--- src/rtl/ring_arbiter_pkg.sv ---
`default_nettype none
// ============================================================================
// Module : ring_arbiter_pkg
// Brief  : Shared types and helpers for the one-hot token ring arbiter.
// Rev    : 1.0  initial release
// ============================================================================
package ring_arbiter_pkg;

   // Helper vectors are sized to the widest supported ring; callers zero-pad.
   localparam int c_MAX_N = 32;

   typedef enum logic [0:0] {
      IDLE  = 1'b0,
      GRANT = 1'b1
   } state_t;

   function automatic logic [c_MAX_N-1:0] rotl1(input logic [c_MAX_N-1:0] onehot,
                                                 input int                 n);
      logic [c_MAX_N-1:0] r;
      r = '0;
      for (int i = 0; i < c_MAX_N - 1; i++) begin
         if (i + 1 < n) r[i+1] = onehot[i];
      end
      r[0] = onehot[n-1];
      return r;
   endfunction

   function automatic logic [c_MAX_N-1:0] rr_pick(input logic [c_MAX_N-1:0] req,
                                                   input logic [c_MAX_N-1:0] token,
                                                   input int                 n);
      logic [c_MAX_N-1:0] r;
      logic               found;
      int                 t;
      int                 idx;
      r     = '0;
      found = 1'b0;
      t     = 0;
      for (int i = 0; i < c_MAX_N; i++) begin
         if (token[i]) t = i;
      end
      // Search upward from the token position, wrapping at n-1.
      for (int k = 0; k < c_MAX_N; k++) begin
         if (k < n && !found) begin
            idx = t + k;
            if (idx >= n) idx = idx - n;
            if (req[idx]) begin
               r[idx] = 1'b1;
               found  = 1'b1;
            end
         end
      end
      return r;
   endfunction

endpackage
`default_nettype wire

--- src/rtl/ring_token.sv ---
`default_nettype none
// ============================================================================
// Module : ring_token
// Brief  : N-bit one-hot rotating ring register used as the priority pointer.
// Rev    : 1.0  initial release
// ============================================================================
module ring_token
   import ring_arbiter_pkg::*;
#(
   parameter int N = 3
) (
   input  logic         clk,
   input  logic         rst,
   input  logic         adv,
   input  logic         load,
   input  logic [N-1:0] load_val,
   output logic [N-1:0] token
);

   logic [N-1:0] r_token;
   logic [N-1:0] w_rot;

   always_comb begin
      logic [c_MAX_N-1:0] v_in;
      logic [c_MAX_N-1:0] v_out;
      v_in         = '0;
      v_in[N-1:0]  = r_token;
      v_out        = rotl1(v_in, N);
      w_rot        = v_out[N-1:0];
   end

   always_ff @(posedge clk or posedge rst) begin
      if (rst) begin
         r_token <= N'(1);
      end else if (load) begin
         r_token <= load_val;
      end else if (adv) begin
         r_token <= w_rot;
      end
   end

   assign token = r_token;

endmodule
`default_nettype wire

--- src/rtl/ring_arbiter.sv ---
`default_nettype none
// ============================================================================
// Module : ring_arbiter
// Brief  : Round-robin arbiter with one-hot token ring and hold-time preemption.
// Rev    : 1.0  initial release
// ============================================================================
module ring_arbiter
   import ring_arbiter_pkg::*;
#(
   parameter int N        = 3,
   parameter int HOLD_MAX = 8
) (
   input  logic                 clk,
   input  logic                 reset,
   input  logic [N-1:0]         req,
   output logic [N-1:0]         gnt,
   output logic [$clog2(N)-1:0] gnt_idx,
   output logic                 busy,
   output logic                 preempt
);

   localparam int c_IW = $clog2(N);
   // Keep at least one bit so HOLD_MAX = 0 still elaborates cleanly.
   localparam int c_HW = (HOLD_MAX > 0) ? $clog2(HOLD_MAX + 1) : 1;
   localparam logic [c_HW-1:0] c_HOLD_LAST = c_HW'((HOLD_MAX > 0) ? HOLD_MAX - 1 : 0);
   localparam logic            c_PREEMPT_EN = (HOLD_MAX > 0);

   state_t            r_state;
   state_t            w_state_nx;
   logic [N-1:0]      r_gnt;
   logic [N-1:0]      w_gnt_nx;
   logic [c_IW-1:0]   r_gnt_idx;
   logic [c_IW-1:0]   w_idx_nx;
   logic [c_HW-1:0]   r_hold;
   logic [c_HW-1:0]   w_hold_nx;
   logic              r_busy;
   logic              r_preempt;
   logic              w_preempt_nx;
   logic              w_tok_load;
   logic [N-1:0]      w_tok_nx;
   logic [N-1:0]      w_token;
   logic [N-1:0]      w_pick;
   logic [c_IW-1:0]   w_pick_idx;

   ring_token #(.N(N)) u_token (
      .clk      (clk),
      .rst      (reset),
      .adv      (1'b0),
      .load     (w_tok_load),
      .load_val (w_tok_nx),
      .token    (w_token)
   );

   always_comb begin
      logic [c_MAX_N-1:0] v_req;
      logic [c_MAX_N-1:0] v_tok;
      logic [c_MAX_N-1:0] v_gnt;
      logic [c_MAX_N-1:0] v_pick;
      logic [c_MAX_N-1:0] v_rot;
      v_req         = '0;
      v_tok         = '0;
      v_gnt         = '0;
      v_req[N-1:0]  = req;
      v_tok[N-1:0]  = w_token;
      v_gnt[N-1:0]  = r_gnt;
      v_pick        = rr_pick(v_req, v_tok, N);
      v_rot         = rotl1(v_gnt, N);
      w_pick        = v_pick[N-1:0];
      w_tok_nx      = v_rot[N-1:0];
      w_pick_idx    = '0;
      for (int i = 0; i < N; i++) begin
         if (w_pick[i]) w_pick_idx = c_IW'(i);
      end
   end

   always_comb begin
      w_state_nx   = r_state;
      w_gnt_nx     = r_gnt;
      w_idx_nx     = r_gnt_idx;
      w_hold_nx    = r_hold;
      w_preempt_nx = 1'b0;
      w_tok_load   = 1'b0;
      case (r_state)
         IDLE: begin
            if (|req) begin
               w_gnt_nx   = w_pick;
               w_idx_nx   = w_pick_idx;
               w_hold_nx  = '0;
               w_state_nx = GRANT;
            end
         end
         GRANT: begin
            if (!(|(req & r_gnt))) begin
               w_gnt_nx   = '0;
               w_idx_nx   = '0;
               w_tok_load = 1'b1;
               w_state_nx = IDLE;
            end else if (c_PREEMPT_EN && (r_hold == c_HOLD_LAST)) begin
               w_gnt_nx     = '0;
               w_idx_nx     = '0;
               w_tok_load   = 1'b1;
               w_preempt_nx = 1'b1;
               w_state_nx   = IDLE;
            end else if (r_hold != c_HOLD_LAST) begin
               w_hold_nx = r_hold + c_HW'(1);
            end
         end
         default: begin
            w_gnt_nx   = '0;
            w_idx_nx   = '0;
            w_state_nx = IDLE;
         end
      endcase
   end

   always_ff @(posedge clk or posedge reset) begin
      if (reset) begin
         r_state   <= IDLE;
         r_gnt     <= '0;
         r_gnt_idx <= '0;
         r_hold    <= '0;
         r_busy    <= 1'b0;
         r_preempt <= 1'b0;
      end else begin
         r_state   <= w_state_nx;
         r_gnt     <= w_gnt_nx;
         r_gnt_idx <= w_idx_nx;
         r_hold    <= w_hold_nx;
         r_busy    <= |w_gnt_nx;
         r_preempt <= w_preempt_nx;
      end
   end

   assign gnt     = r_gnt;
   assign gnt_idx = r_gnt_idx;
   assign busy    = r_busy;
   assign preempt = r_preempt;

endmodule
`default_nettype wire
--- config.mk ---
export PLATFORM = sky130hd
export DESIGN_NAME = ring_arbiter
export DESIGN_NICKNAME = d
export VERILOG_FILES = /design/src/rtl/ring_arbiter_pkg.sv /design/src/rtl/ring_token.sv /design/src/rtl/ring_arbiter.sv
export SDC_FILE = /design/constraint.sdc
export NUM_CORES = 1
export LEC_CHECK = 0
export CORE_MARGIN = 2
export CORE_UTILIZATION = 35
export CTS_CLUSTER_DIAMETER = 100
export DETAILED_ROUTE_END_ITERATION = 8
export REMOVE_ABC_BUFFERS = 1
export SLEW_MARGIN = 20
export SYNTH_ARGS = -nofsm -noshare
export SYNTH_HDL_FRONTEND = slang
export SYNTH_HIERARCHICAL = 1
export SYNTH_SLANG_ARGS = --single-unit
--- constraint.sdc ---
create_clock -name clk -period 2.8 [get_ports clk]
set_input_delay 0.56 -clock clk [delete_from_list [all_inputs] [get_ports clk]]
set_output_delay 0.56 -clock clk [all_outputs]
set_load 0.005 [all_outputs]
==> results.txt <==
Status -> finished clean
Register-to-register setup slack -> 1.11 ns
Max-slew violation count -> 0
Clk sink count -> 15
PwrDens -> 908 nW/um^2
Die area -> 2470 um^2
Antenna diode count -> 0
IO Pins -> 12
CTS tree -> yes
Hold-fix buffers, CTS -> 0
Mux cell area share after synthesis -> 8.21%
CTS clock-pin slew for the worst setup and hold paths -> 0.09 ns
Gpl congestion -> 0.755
Worst slew margin -> 58.4%
Count of final hold-check violations -> 0
Cell Count, Final, Fillers Out -> 116
Htree depth -> 1
GRT overflow -> 0
Via density -> 5.16
Via count -> 599
RSZ-0062 raised after global routing -> false
Post-Syn Area per Cell -> 10.2 um^2
Synth Warn # -> 6
Starting Density -> 37.3%
FILL cells -> 207
Routed wire per std cell -> 13.6 um
Reg2Reg Depth -> 3
Register area share after synthesis -> 51.5%
Crit path launch type -> input pin
GRT Util Overall -> 14.8%
Crit path DAT -> 2.16 ns
TNS Setup -> 0 ns
Complex-gate fraction of the synthesized area -> 22.1%
Number of DRC markers in iteration 0 -> 19
Critical path endpoint category -> flop
Die span in y -> 49.7 um
Crit path max fanout -> 12
CTS buffer count -> 3
First-pass GRT wire length -> 2710 um
Area delta synth->final -> 25.3%
CP Cell Sequence -> clkdlybuf4s50_1, a222oi_1, o21a_2, o22ai_1
Hold WS -> 0.463 ns
Post-Synth XOR/XNOR Area -> 1.20%
Fraction of layout cells with a size suffix above 1 -> 8.99%
Post-Syn Area -> 732 um^2
Minimum clock period -> 2.00 ns
Critical path required time -> 2.96 ns
Crit path kind -> input pin to flop
Skew final -> 0.00189 ns
Synth Instances -> 72
Worst path bufs/invs -> 1
R2r startpoint -> gnt[1]
RR Endpoint -> gnt_idx[0]
Post-route DRC -> 0
Final Setup Violations -> 0
DIE WIDTH -> 49.7 um
Netlist cell types -> 24
Post-CTS resize count -> 0
Drt pass-1 iters -> 4
Final #Nets -> 96
Power Total -> 0.833 mW
Post-CTS Setup Repair Bufs -> 0
Multi-input gate area -> 337 um^2
Seq cells post-synth -> 15
DRT Wirelength -> 1580 um
Largest net degree at the start of global routing -> 17
Worst hold path class -> input pin to asynchronous set/reset pin
Simple-Gate Fraction of Synth Area -> 11.3%
Synthesized-area fraction occupied by adder cells -> 1.71%
Placed insts -> 112
Max Cap Viol -> 0
FP Rows -> 16
FF/Latch Area -> 377 um^2
Clock root cell -> clkbuf_4
Worst-Skew Late Latency -> 0.28 ns
Slew @ Worst Pin -> 0.624 ns
Top Family by Delay on Critical Path -> compound AO/OA/AOI/OAI gates
Port Buf Inserts -> 11
Core box area -> 1960 um^2
Worst vdd ir -> 0.000504 V
Initial antenna violation count -> 0
CP peak stage delay -> 0.62 ns
Slowest CP cell -> a222oi_1
Dpl hpwl -> 1100 um
Leakage power -> 0.393 nW
Peak Freq -> 0.500 GHz
Crit share post-route -> 71.4%
Clk buf depth -> 2
Largest family of logic cells by synthesized area -> compound AO/OA/AOI/OAI gates
Vias in the first global route -> 577
Post-detailed-route count of antenna-violating nets -> 0
cell families after synthesis:
logic type               count (synthesis)
flip-flops                              15
XOR/XNOR                                 1
other                                    1
buffers and inverters                    7
multiplexers                             6
adder cells (fa/ha/maj)                  1
AO/OA/AOI/OAI                           25
AND/OR/NAND/NOR                         16
cell usage after synthesis:
cell type	count	share of area (%)
a222oi_1	1	1.4
and3b_1	1	1.2
clkbuf_1	2	1.0
conb_1	1	0.51
dfrtp_1	14	48
dfstp_2	1	3.6
ha_1	1	1.7
inv_1	5	2.6
mux2i_1	6	8.2
nand2_1	6	3.1
nand2b_1	1	0.86
nand3_1	1	0.68
nor2b_1	3	2.6
nor3_1	3	2.1
nor4_1	1	0.86
o21a_2	1	1.2
o21ai_0	9	6.2
o21ai_1	3	2.1
o21ba_2	1	1.4
o221ai_1	1	1.2
o22a_1	2	2.4
o22ai_1	6	5.1
o32ai_1	1	1.2
xnor2_1	1	1.2
cell usage in the layout, fill, tap and decap left out, types with 2 or more instances in the layout:
master and instances:
mux2i_1 6, clkdlybuf4s50_1 11, o21ai_1 3, conb_1 3, o21ai_0 9, dfrtp_1 14
inv_1 5, nand2_1 6, clkbuf_4 3, o22a_1 2, buf_4 2, nor2b_1 3
o22ai_1 6, nor3_1 3
report_power, final:
part | switching [mW] | internal (mW) | leakage [nW]
clock network | 0.0707 | 0.0553 | 0.0150
registers | 0.0908 | 0.292 | 0.193
logic | 0.148 | 0.176 | 0.185
registers in the layout, summed over array words and instances (netlist names):
name           cells
gnt                3
gnt_idx            2
busy               1
preempt            1
r_state            1
r_hold             4
u_token/token      3
cell type report:
class	count	area share, %
clock buffers	4	2.86
inverters	5	2.05
flip-flops and latches	15	41.1
multi-input cells	52	36.7
repair buffers	13	13.6
well taps	27	3.68
worst reg2reg max path, stage by stage, from the launching register on:
cell and delay (ns):
dfrtp_1 0.44, a222oi_1 0.63, o21a_2 0.37, o22ai_1 0.13
how the worst max path moves through the flow:
stage          cells after the start          to    from  slack [ns]
3_3_place_gp                       4  gnt_idx[0]  req[1]        0.58
6_report                           4  gnt_idx[0]  req[1]        0.80
4_1_cts                            4        busy  req[1]        0.84
2_1_floorplan                      3        busy  req[1]        1.20
5_1_grt                            4  gnt_idx[0]  req[1]        0.70
3_5_place_dp                       4  gnt_idx[0]  req[1]        0.54
stage by stage:
step / setup slack [ns] / util, % / cell area (um^2)
floorplan: 1.20 / - / 732
global placement: 0.582 / 45.4 / 891
detailed placement: 0.536 / 45.4 / 891
CTS: 0.835 / 46.7 / 917
global route: 0.702 / 46.7 / 917
finish: 0.800 / 46.7 / 917
per-layer routing:
metal  vias to the layer above  global-route usage [%]  wire (um)
met3                         2                    2.42         60
li1                        296                       -          -
met2                        12                    22.4        769
met5                         -                       0          0
met4                         0                    8.33         19
met1                       289                    20.0        731
Note: power is estimated with default switching activity, not from simulation.
